File: config.mk
export PLATFORM = sky130hd
export DESIGN_NAME = eff_tremolo
export DESIGN_NICKNAME = d
export VERILOG_FILES = /design/src/rtl/eff_tremolo.sv
export SDC_FILE = /design/constraint.sdc
export NUM_CORES = 1
export LEC_CHECK = 0
export ABC_AREA = 1
export CAP_MARGIN = 15
export CORE_MARGIN = 2
export CORE_UTILIZATION = 63
export CTS_CLUSTER_SIZE = 16
export DETAILED_ROUTE_END_ITERATION = 12
export HOLD_SLACK_MARGIN = 0.12
export PLACE_DENSITY = 0.82
export SLEW_MARGIN = 20
export SYNTH_ARGS = -nofsm -noshare
export SYNTH_HDL_FRONTEND = slang
export SYNTH_SLANG_ARGS = --single-unit
export TNS_END_PERCENT = 50
File: constraint.sdc
create_clock -name clk -period 7.2 [get_ports clk]
set_clock_uncertainty 0.15 [all_clocks]
set_input_delay 0.72 -clock clk [delete_from_list [all_inputs] [get_ports clk]]
set_output_delay 0.72 -clock clk [all_outputs]
set_load 0.02 [all_outputs]
File: src/rtl/eff_tremolo.sv
// ============================================================================
// Module  : eff_tremolo
// Brief   : Tremolo effect. Offset-binary samples are amplitude-modulated by
//           a triangle LFO that advances on valid samples. Fixed 2-cycle latency.
//           Define EFF_TREMOLO_SQUARE_EN to drive the gain from a square LFO.
// Revision: 1.0 - initial release
// ============================================================================
`default_nettype none

module eff_tremolo #(
  parameter int DATA_WIDTH = 12,
  parameter int RATE_DIV   = 64,
  parameter int DEPTH      = 128
) (
  input  logic                  clk,
  input  logic                  rst,
  input  logic                  en,
  input  logic [DATA_WIDTH-1:0] data_i,
  input  logic                  vld_i,
  output logic [DATA_WIDTH-1:0] data_o,
  output logic                  vld_o
);

  localparam int                  CW       = (RATE_DIV > 1) ? $clog2(RATE_DIV) : 1;
  localparam int                  PW       = DATA_WIDTH + 10;
  localparam logic [CW-1:0]       DIV_LAST = CW'(RATE_DIV - 1);
  localparam logic [16:0]         DEPTH_C  = 17'(DEPTH);
  localparam logic [DATA_WIDTH:0] MID_C    = {2'b01, {(DATA_WIDTH-1){1'b0}}};
  localparam logic [DATA_WIDTH-1:0] MID_OUT = {1'b1, {(DATA_WIDTH-1){1'b0}}};

  typedef enum logic {
    DIR_UP = 1'b0,
    DIR_DN = 1'b1
  } dir_e;

  logic [CW-1:0] cnt_q, cnt_d;
  logic [7:0]    lfo_q, lfo_d;
  dir_e          dir_q, dir_d;

  logic [7:0]              lfo_eff;
  logic [16:0]             scale;
  logic [8:0]              gain;
  logic signed [DATA_WIDTH:0] cen;
  logic signed [PW-1:0]    prod;

  logic                  vld1_q, en1_q;
  logic [DATA_WIDTH-1:0] scaled1_q, raw1_q;
  logic [DATA_WIDTH-1:0] data_d;

  // LFO is parked at its reset state while bypassed so enabling starts at unity gain.
  always_comb begin
    cnt_d = cnt_q;
    lfo_d = lfo_q;
    dir_d = dir_q;
    if (!en) begin
      cnt_d = '0;
      lfo_d = '0;
      dir_d = DIR_UP;
    end else if (vld_i) begin
      if (cnt_q == DIV_LAST) begin
        cnt_d = '0;
        if (dir_q == DIR_UP) begin
          if (lfo_q == 8'hFF) begin
            dir_d = DIR_DN;
            lfo_d = 8'hFE;
          end else begin
            lfo_d = lfo_q + 8'd1;
          end
        end else begin
          if (lfo_q == 8'h00) begin
            dir_d = DIR_UP;
            lfo_d = 8'h01;
          end else begin
            lfo_d = lfo_q - 8'd1;
          end
        end
      end else begin
        cnt_d = cnt_q + 1'b1;
      end
    end
  end

`ifdef EFF_TREMOLO_SQUARE_EN
  assign lfo_eff = (dir_q == DIR_DN) ? 8'hFF : 8'h00;
`else
  assign lfo_eff = lfo_q;
`endif

  assign scale = {9'd0, lfo_eff} * DEPTH_C;
  assign gain  = 9'd256 - 9'(scale >> 8);
  assign cen   = $signed({1'b0, data_i} - MID_C);
  assign prod  = PW'(cen) * $signed(PW'({1'b0, gain}));

  // Only the low DATA_WIDTH bits of the shifted product matter: the final
  // result always fits, so adding the midpoint modulo 2^DATA_WIDTH is exact.
  assign data_d = en1_q ? (scaled1_q + MID_OUT) : raw1_q;

  always_ff @(posedge clk or negedge rst) begin
    if (!rst) begin
      cnt_q     <= '0;
      lfo_q     <= '0;
      dir_q     <= DIR_UP;
      vld1_q    <= 1'b0;
      en1_q     <= 1'b0;
      scaled1_q <= '0;
      raw1_q    <= '0;
      data_o    <= '0;
      vld_o     <= 1'b0;
    end else begin
      cnt_q  <= cnt_d;
      lfo_q  <= lfo_d;
      dir_q  <= dir_d;
      vld1_q <= vld_i;
      vld_o  <= vld1_q;
      if (vld_i) begin
        en1_q     <= en;
        scaled1_q <= DATA_WIDTH'(prod >>> 8);
        raw1_q    <= data_i;
      end
      if (vld1_q) begin
        data_o <= data_d;
      end
    end
  end

endmodule

`default_nettype wire

; Yosys cells after proc, flatten, opt, wreduce, memory -nomap -nowiden
; Cells that the tools add are included.
[word_totals]
in_bits = 16
output_inout_bits = 13
elab_cells = 38
register_bits = 54
[classes]
reduce_logical = 2
addsub = 6
muxes = 16
n_eq_ne = 4
n_mul = 1
[op_table]
columns = op, count
row1 = two-way mux 8 bit, 6
row2 = multiplier 13 x 10 -> 20 bit, 1
row3 = two-way mux 6 bit, 3
row4 = "subtractor 12 x 12 -> 13 bit, second input constant", 1
row5 = "adder 12 bit, second input constant", 1
row6 = two-way mux 12 bit, 1
row7 = "subtractor 9 x 7 -> 9 bit, first input constant", 1
row8 = "adder 8 x 1 -> 8 bit, second input constant", 1
row9 = "equality test 8 bit, second input constant", 1
row10 = logical NOT 8 bit, 1
row11 = "subtractor 8 x 1 -> 8 bit, second input constant", 1
row12 = "adder 6 x 1 -> 6 bit, second input constant", 1
row13 = "equality test 6 bit, second input constant", 1
row14 = two-way mux 1 bit, 6
row15 = "inequality test 2 x 1 -> 1 bit, second input constant", 2
row16 = AND reduction 2 bit, 1

; Longest topological paths before layout
; Gate-level depths: netlist (run 1).
[logic_depth]
depth_word = 6
mapped_depth = 32
mapped_depth_nobuf = 31

; Worst setup path before layout (run 1)
; Ideal clock, no wire load.
[synth_timing]
path_kind = register to register
startpoint = register lfo_q[2] (netlist: lfo_eff[2])
endpoint = register scaled1_q[11]
n_path_buf = 1
synth_period_minus_slack_ns = 5.534
path_slack_ns = 1.666
stages_incl_launch_ff = 27
arrival_time_ns = 5.267
path_cell_list = dfrtp_1 -> buf_6 -> inv_1 -> ha_1 -> nand2_2 -> inv_2 -> nor2_2 -> nand2_1 -> fa_1 -> inv_1 -> fa_1 -> inv_1 -> fa_1 -> inv_1 -> fa_1 -> inv_1 -> fa_1 -> inv_1 -> ha_1 -> a21oi_1 -> o21ai_0 -> a21oi_1 -> nand2_1 -> nor2_1 -> nand3_1 -> nand3_1 -> nand2_1
[synth_between]
elab_chain_cells = 2
[synth_lines]
columns = item, line_no
row1 = from (decl), 37  ; logic [7:0] lfo_q, lfo_d;
row2 = from (signal assigned), 111  ; lfo_q <= lfo_d;
row3 = subtractor 9 x 7 -> 9 bit, 90  ; assign gain = 9'd256 - 9'(scale >> 8);
row4 = multiplier 13 x 10 -> 20 bit, 92  ; assign prod = PW'(cen) * $signed(PW'({1'b0, gain}));
row5 = to (signal assigned), 117  ; scaled1_q <= DATA_WIDTH'(prod >>> 8);
row6 = to (decl), 47  ; logic [DATA_WIDTH-1:0] scaled1_q, raw1_q;
; No other way between the ends.
; A chain may end at the register's enable or synchronous reset.

; Final worst setup path (run 1)
[layout_timing]
startpoint = register lfo_q[1] (netlist: lfo_eff[1])
endpoint = register scaled1_q[11]
; The elaborated chain is that of the path after synthesis.

==> flow_summary.toml, run 1 <==
[run_status]
run_status = "finished, final reports clean"

[floorplanning]
io_pins = 29
die-area_um2 = 11300
num_rows = 37
core_area_um2 = 10300
die_w_um = 107
initial_core_util_pct = 64.4
die_y_um = 107

[yosys]
syn-num-nets = 1008
postSynthCellCount = 858
synth_top_area_share_pct = 26.0
ys_warn_count = 0
ys_top_cells_by_count = "nand2_1, inv_1, nor2_1"
syn_avg_cell_area_um2 = 7.72
yosysSeqAreaShare_pct = 20.4
synth.most_common_cell = "nand2_1"
ys_async_sr_fraction_pct = 100
synth_edf_count = 0
synth_area_um2 = 6620
synth_flop_cell = "dfrtp_1"
yosys-top-cells-area = "fa_1, dfrtp_1, nand2_1"
ys_types = 38
synth-seq-cells = 54
synth.largest_area_cell = "fa_1"

[clock_network]
clkTransAtPathRegs_ns = 0.10
ctsResizeCount = 0
cts_sinks = 54
clock-root-buffer = "clkbuf_8"
h-tree-depth = 2
clock_path_buffers = 2
cts_setup_buffers = 0
clock_latency_ns = 0.32
tritoncts = "yes"
cts_buffers = 5
cts.hold.buffers_added = 0

[setup_path]
critPathArrivalTime_ns = 6.74
critPathLaunchType = "flip-flop"
critPathKind = "flip-flop to flip-flop"
crit_fanout = 14
end_kind = "flip-flop"
worstPathRequired_ns = 7.26

[routing]
dr.pass1.iters = 6
ant_nets = 0
totalWireLength_mm = 16.5
drt-wirelength-per-cell_um = 16.3
vias = 5767
drc_errors = 0
drtIter0Drc = 509
vias_per_cell = 5.69

[timing]
final-setup-viol-count = 0
relSlewSlack_pct = 34.4
tns_ns = 0
hold_ws_ns = 0.340
rsz0062_at_grt = "no"
period_needed_ns = 6.67
fin_crit_sh_pct = 92.7
worst_slew_pin_slew_ns = 0.982
finalMaxSlewViolations = 0
fmax_mhz = 150
timing.final.ws_setup_ns = 0.527
finalHoldViolCount = 0

[placed_design]
place_area_um2 = 6990
port_buffers = 28
hpwl_mm = 13.5
place_congestion = 0.953
dp_slack_ns = 0.732

[run]
drv_cap = 0

[pwr]
p_per_area_nw_per_um2 = 106
peakVddDrop_mv = 0.120
leakage_nw = 3.89
fin_total_pwr_w = 0.000758

[global_routing]
grt_pass1_wl_mm = 28.0
grtUsageTotal_pct = 31.6
grt-busiest-layer = "met2"
grt_max_degree = 55
gr-usage-met2_pct = 52.5
grt_use_met3_pct = 3.49
antenna_found_initial = 0
met1_usage_pct = 43.3
grt_overflow = 0
grt_pass1_vias = 5931

[finish]
syn_to_final_growth_pct = 7.67
num_antenna_cells = 0
filler_cell_count = 880
nets = 1026
drive_above_1_share_pct = 4.79
design_area_um2 = 7130

[worst_hold_path]
min_path_type = "flip-flop to flip-flop"
## worst max-delay path: stages, from the launching register on
cell,delay (ns)
dfrtp_1,0.55
inv_2,0.24
ha_1,0.25
nand2_2,0.11
nor2_2,0.15
nand2_1,0.09
o21ai_0,0.39
nand2_1,0.30
inv_2,0.17
nand2_1,0.10
fa_1,0.55
inv_1,0.05
fa_1,0.47
fa_1,0.52
fa_1,0.55
inv_1,0.05
fa_1,0.51
inv_1,0.05
ha_1,0.35
a21oi_1,0.20
o21ai_0,0.17
a21oi_1,0.16
nand2_1,0.06
nor2_1,0.13
nand3_1,0.09
nand3_1,0.08
nand2_1,0.06
## sequential cells by signal, summed over array words and instances, names as in the netlist, 6 cells and up
name / cells
cnt_q: 6
data_o: 12
lfo_eff: 8
raw1_q: 12
scaled1_q: 12
## area by class of cell
class / count / area (um^2) / area share [%]
multi-input combinational: 616 / 4540 / 63.7
timing repair buffer: 29 / 283 / 3.97
clock buffer: 6 / 82.6 / 1.16
tap: 136 / 170 / 2.39
inverter: 170 / 638 / 8.95
clock inverter: 2 / 60.1 / 0.842
sequential: 54 / 1350 / 19.0
## path summary, 6_finish.rpt
kind	from	end	slack [ns]	depth (start not counted)
max	lfo_eff[1]	scaled1_q[11]	0.53	26
min	scaled1_q[3]	scaled1_q[3]	0.34	2
max reg2reg	lfo_eff[1]	scaled1_q[11]	0.53	26
min reg2reg	scaled1_q[3]	scaled1_q[3]	0.34	2
max in group asynchronous	rst	scaled1_q[7]	6.09	2
min in group asynchronous	rst	cnt_q[2]	0.36	2
## stage by stage
stage,util (%),instances
after floorplan,-,858
after global placement,68.0,1005
after detailed placement,68.0,1005
after CTS,69.4,1013
after global routing,69.4,1013
final,69.4,1013
## cell families after synthesis
group,synth area share (%)
buffers and inverters,11.0
AND/OR/NAND/NOR,23.4
AO/OA/AOI/OAI,8.43
adder cells (fa/ha/maj),35.1
XOR/XNOR,1.72
flip-flops,20.4
## power breakdown
part / total (W) / switching (W) / internal [W]
registers: 0.000353 / 0.0000218 / 0.000332
clock network: 0.000251 / 0.000103 / 0.000148
logic: 0.000154 / 0.0000927 / 0.0000612
total: 0.000758 / 0.000217 / 0.000541
## routing by layer
| metal | vias up | share of wire [%] |
|---|---|---|
| met5 | - | 0 |
| met4 | 0 | 2.9 |
| met3 | 47 | 8.5 |
| met2 | 278 | 47 |
| met1 | 2786 | 41 |
| li1 | 2656 | - |
## cell usage in the layout, fill, tap and decap left out, drive strengths merged
cell type and instances:
a31o 1, nand4 2, clkinv 1, o211ai 3
ha 48, nor4 1, dfrtp 54, nor2 102
o21bai 3, clkbuf 6, a22o 1, o22ai 6
o21ai 42, clkdlybuf4s50 27, nand3b 4, buf 2
nor3 5, xor2 8, a31oi 16, nand3 32
inv 169, or2 2, a21oi 22, nand2 225
bufinv 2, fa 86, a21boi 2, xnor2 5
No activity file was read; power rests on OpenSTA's default activity.
==> inputs of run 2 (changes only) <==
Settings changed: CAP_MARGIN 15 to default.
Clock period 7.2 ns to 7 ns, I/O delays scaled along.
==> flow_summary.toml, run 2 (synthesized netlist as in run 1, its figures left out) <==
[floorplanning]
core_area_um2 = 10300
die_y_um = 107
die-area_um2 = 11300
die_w_um = 107
num_rows = 37
initial_core_util_pct = 64.4
io_pins = 29

[finish]
syn_to_final_growth_pct = 7.24
drive_above_1_share_pct = 5.01
nets = 1028
top_regs = "data_o: 12 flops, raw1_q: 12 flops, scaled1_q: 12 flops"
num_antenna_cells = 0
mostFrequentLayoutCells = "nand2_1, inv_1, nor2_1, fa_1, dfrtp_1"
layout_commonest_cell = "nand2_1"

[clock_network]
cts.hold.buffers_added = 0
clock_path_buffers = 2
ctsResizeCount = 0
tritoncts = "yes"
clkTransAtPathRegs_ns = 0.10
h-tree-depth = 2
clock-root-buffer = "clkbuf_8"
cts_buffers = 5
cts_sinks = 54
clock_latency_ns = 0.32
cts_setup_buffers = 0

[routing]
drc_errors = 0
vias_per_cell = 5.59
vias = 5670
ant_nets = 0
drt-wirelength-per-cell_um = 15.5
drtIter0Drc = 407
totalWireLength_mm = 15.7
dr.pass1.iters = 5

[timing]
finalMaxSlewViolations = 0
finalHoldViolCount = 0
rsz0062_at_grt = "no"
tns_ns = 0
fin_crit_sh_pct = 93.3
period_needed_ns = 6.53
hold_ws_ns = 0.337
timing.final.ws_setup_ns = 0.467
final-setup-viol-count = 0
worst_slew_pin_slew_ns = 0.947
relSlewSlack_pct = 36.8
fmax_mhz = 153

[pwr]
fin_total_pwr_w = 0.000709
p_switching_w = 0.000224
switching_share_pct = 31.6
pwr-share-clk_pct = 26.9
comb_power_share_pct = 22.0
power_frac_seq_pct = 51.1
leakage_nw = 3.88
p_int_w = 0.000485
peakVddDrop_mv = 0.0885
p_per_area_nw_per_um2 = 99.8

[setup_path]
critPathLaunchType = "flip-flop"
critPathArrivalTime_ns = 6.59
crit_slowest_cell = "fa_1"
critPathKind = "flip-flop to flip-flop"
max_stage_delay_ns = 0.61
end_kind = "flip-flop"
crit_fanout = 14
worstPathRequired_ns = 7.06
r2r-start = "lfo_eff[1]"
r2r-end = "scaled1_q[11]"
path_common_cell = "nand2_1"
reg2reg_depth = 25
r2r_slack_ns = 0.47

[global_routing]
grt_pass1_vias = 5706
antenna_found_initial = 0
grtUsageTotal_pct = 30.2
grt_overflow = 0
grt_max_degree = 55
grt_pass1_wl_mm = 27.0

[placed_design]
port_buffers = 28
hpwl_mm = 13.0
dp_slack_ns = 0.620
place_congestion = 0.942

[run_status]
run_status = "finished, final reports clean"

[worst_hold_path]
min_path_type = "input pin to async pin"

[run]
drv_cap = 0
run 2: how the worst max path moves through the flow:
| stage | start | end | slack [ns] | cells past startpoint |
|---|---|---|---|---|
| floorplan | lfo_eff[2] | scaled1_q[11] | 1.47 | 26 |
| global placement | lfo_eff[1] | scaled1_q[11] | 0.77 | 26 |
| detailed placement | lfo_eff[1] | scaled1_q[11] | 0.62 | 26 |
| CTS | lfo_eff[1] | scaled1_q[11] | 0.58 | 26 |
| global route | lfo_eff[1] | scaled1_q[11] | 0.09 | 27 |
| finish | lfo_eff[1] | scaled1_q[11] | 0.47 | 25 |
run 2: cell type report:
cell class                      count  area, um^2
Fill cell                         868        3180
Sequential cell                    54        1350
Tap cell                          136         170
Inverter                          170         638
Clock buffer                        6        82.6
Timing Repair Buffer               31         298
Clock inverter                      2        16.3
Multi-Input combinational cell    616        4540
run 2: power by group through the flow:
| stage | clock, W | combinational, W | sequential [W] |
|---|---|---|---|
| 3_5_place_dp | 0 | 0.000156 | 0.000369 |
| 2_1_floorplan | 0 | 0.0000814 | 0.000376 |
| 4_1_cts | 0.000193 | 0.000156 | 0.000362 |
| 3_3_place_gp | 0 | 0.000151 | 0.000367 |
| 6_report | 0.000191 | 0.000156 | 0.000362 |
| 5_1_grt | 0.000209 | 0.000175 | 0.000367 |
run 2: layer usage:
metal / vias to the layer above / track usage, % / part of all wire (%)
li1: 2660 / - / -
met1: 2717 / 42.3 / 42
met2: 264 / 48.9 / 47
met3: 29 / 3.86 / 9.1
met4: 0 / 10.9 / 2.4
met5: - / 0 / 0
run 2: per-stage QoR:
step | cell area, um^2 | util [%] | std cells
2_1_floorplan | 6620 | - | 858
3_3_place_gp | 7000 | 68.1 | 1007
3_5_place_dp | 7000 | 68.1 | 1007
4_1_cts | 7100 | 69.1 | 1015
5_1_grt | 7100 | 69.1 | 1015
6_report | 7100 | 69.1 | 1015
run 2: critical path, delay by kind of cell (launching register included):
kind | cells | cell delay (ns)
and+or+nand+nor | 12 | 1.32
buffers and inverters | 3 | 0.46
AOI/OAI and AO/OA | 3 | 0.83
DFF | 1 | 0.54
adders and majority gates | 7 | 3.12
==> inputs of run 3 (changes only) <==
Settings changed: CORE_UTILIZATION 63 to 64, CTS_BUF_LIST from default to sky130_fd_sc_hd__clkbuf_8, PLACE_DENSITY 0.82 to 0.84.
==> flow_summary.toml, run 3 (synthesized netlist as in run 1, its figures left out) <==
[floorplanning]
die_y_um = 106
io_pins = 29
core_area_um2 = 10200
die-area_um2 = 11200
num_rows = 37
die_w_um = 106
initial_core_util_pct = 65.0

[timing]
fin_crit_sh_pct = 92.9
finalMaxSlewViolations = 0
fmax_mhz = 154
tns_ns = 0
worst_slew_pin_slew_ns = 0.879
rsz0062_at_grt = "no"
hold_ws_ns = 0.336
relSlewSlack_pct = 41.3
final-setup-viol-count = 0
finalHoldViolCount = 0
period_needed_ns = 6.50

[routing]
vias = 5703
totalWireLength_mm = 15.5
drc_errors = 0
ant_nets = 0
vias_per_cell = 5.62
drtIter0Drc = 444
drt-wirelength-per-cell_um = 15.2
dr.pass1.iters = 5

[placed_design]
dp.cells = 1007
hpwl_mm = 13.0
port_buffers = 28
place_congestion = 1.02

[finish]
num_antenna_cells = 0
filler_cell_count = 775
stdcell_count = 1015
layout_commonest_cell = "nand2_1"
drive_above_1_share_pct = 5.01
seq_area_um2 = 1350
nets = 1028
top_regs = "data_o: 12 flops, raw1_q: 12 flops, scaled1_q: 12 flops"
mostFrequentLayoutCells = "nand2_1, inv_1, nor2_1, fa_1, dfrtp_1"
syn_to_final_growth_pct = 7.16
multi_input_area_um2 = 4540

[global_routing]
antenna_found_initial = 0
grt_pass1_wl_mm = 27.1
grt_pass1_vias = 5790
grt_overflow = 0
grt_max_degree = 55
grtUsageTotal_pct = 30.5

[clock_network]
clock-root-buffer = "clkbuf_8"
clkTransAtPathRegs_ns = 0.10
h-tree-depth = 2
cts_buffers = 5
ctsResizeCount = 0
cts.hold.buffers_added = 0
cts_sinks = 54
tritoncts = "yes"
cts_setup_buffers = 0
clock_latency_ns = 0.32
clock_path_buffers = 2

[setup_path]
end_kind = "flip-flop"
critPathLaunchType = "flip-flop"
critPathKind = "flip-flop to flip-flop"
crit_fanout = 14
worstPathRequired_ns = 7.06
cp.buffers_inverters = 6
critPathArrivalTime_ns = 6.56
crit_family = "adder cells"
path_common_cell = "nand2_1"
crit_slowest_cell = "fa_1"
max_stage_delay_ns = 0.58

[run]
drv_cap = 0

[pwr]
p_per_area_nw_per_um2 = 98.7
leakage_nw = 3.87
peakVddDrop_mv = 0.136

[worst_hold_path]
min_path_type = "input pin to async pin"

[run_status]
run_status = "finished, final reports clean"
==> run 3: cell types whose count changed in the layout (fill, tap and decap cells not counted) <==
| cell | delta |
|---|---|
| clkbuf_8 | -1 |
| clkinv_4 | +1 |
==> run 3: final timing paths <==
check | from | endpoint | slack [ns] | depth (start not counted)
worst max-delay path | lfo_eff[1] | scaled1_q[11] | 0.50 | 27
worst min-delay path | rst | cnt_q[3] | 0.34 | 2
worst max register to register | lfo_eff[1] | scaled1_q[11] | 0.50 | 27
worst min register to register | scaled1_q[0] | scaled1_q[0] | 0.34 | 2
max in group asynchronous | rst | raw1_q[8] | 5.91 | 2
min in group clk | scaled1_q[0] | scaled1_q[0] | 0.34 | 2
==> run 3: worst reg2reg max path, cell delays in order (launching register included) <==
cell and delay, ns:
dfrtp_1 0.56, inv_2 0.24, ha_1 0.25, nand2_2 0.11, nor2_2 0.17, nand2_1 0.10
o21ai_0 0.25, nand2_1 0.25, nor2_1 0.25, fa_1 0.56, fa_1 0.58, inv_1 0.06
fa_1 0.51, inv_1 0.06, fa_1 0.52, inv_1 0.05, fa_1 0.50, inv_1 0.04
ha_1 0.33, nand2_1 0.09, nor2_1 0.14, nand2_1 0.09, nor3_1 0.21, nor2_1 0.09
inv_1 0.06, nand2_1 0.05, nand3_1 0.06, nand2_1 0.06
==> run 3: final cells by class <==
cell class / instances / share of cell area (%)
multi-input combinational: 616 / 64.0
clock buffer: 5 / 0.970
inverter: 170 / 8.99
sequential: 54 / 19.0
clock inverter: 3 / 0.353
tap: 136 / 2.40
timing repair buffer: 31 / 4.20
==> run 3: metrics by stage <==
step / instance area [um^2] / total power (W) / util, % / worst slack (ns)
CTS: 7100 / 0.000704 / 69.7 / 0.533
detailed placement: 7000 / 0.000525 / 68.7 / 0.571
floorplan: 6620 / 0.000457 / - / 1.47
global placement: 7000 / 0.000518 / 68.7 / 0.722
global route: 7100 / 0.000739 / 69.7 / 0.173
finish: 7100 / 0.000700 / 69.7 / 0.500
==> run 3: power breakdown <==
part	total (W)	internal, W	leakage, nW	switching (W)
clock	0.000181	0.0000724	0.0447	0.000109
combinational	0.000156	0.0000627	3.16	0.0000933
sequential	0.000363	0.000341	0.671	0.0000219
total	0.000700	0.000476	3.87	0.000224
==> run 3: layer usage <==
| metal | track usage (%) | share of wire, % | up-vias | routed length, um |
|---|---|---|---|---|
| met3 | 5.69 | 8.3 | 41 | 1280 |
| met2 | 49.8 | 47 | 274 | 7270 |
| met1 | 41.1 | 42 | 2725 | 6490 |
| li1 | - | - | 2663 | - |
| met4 | 10.7 | 2.8 | 0 | 438 |
| met5 | 0 | 0 | - | 0 |
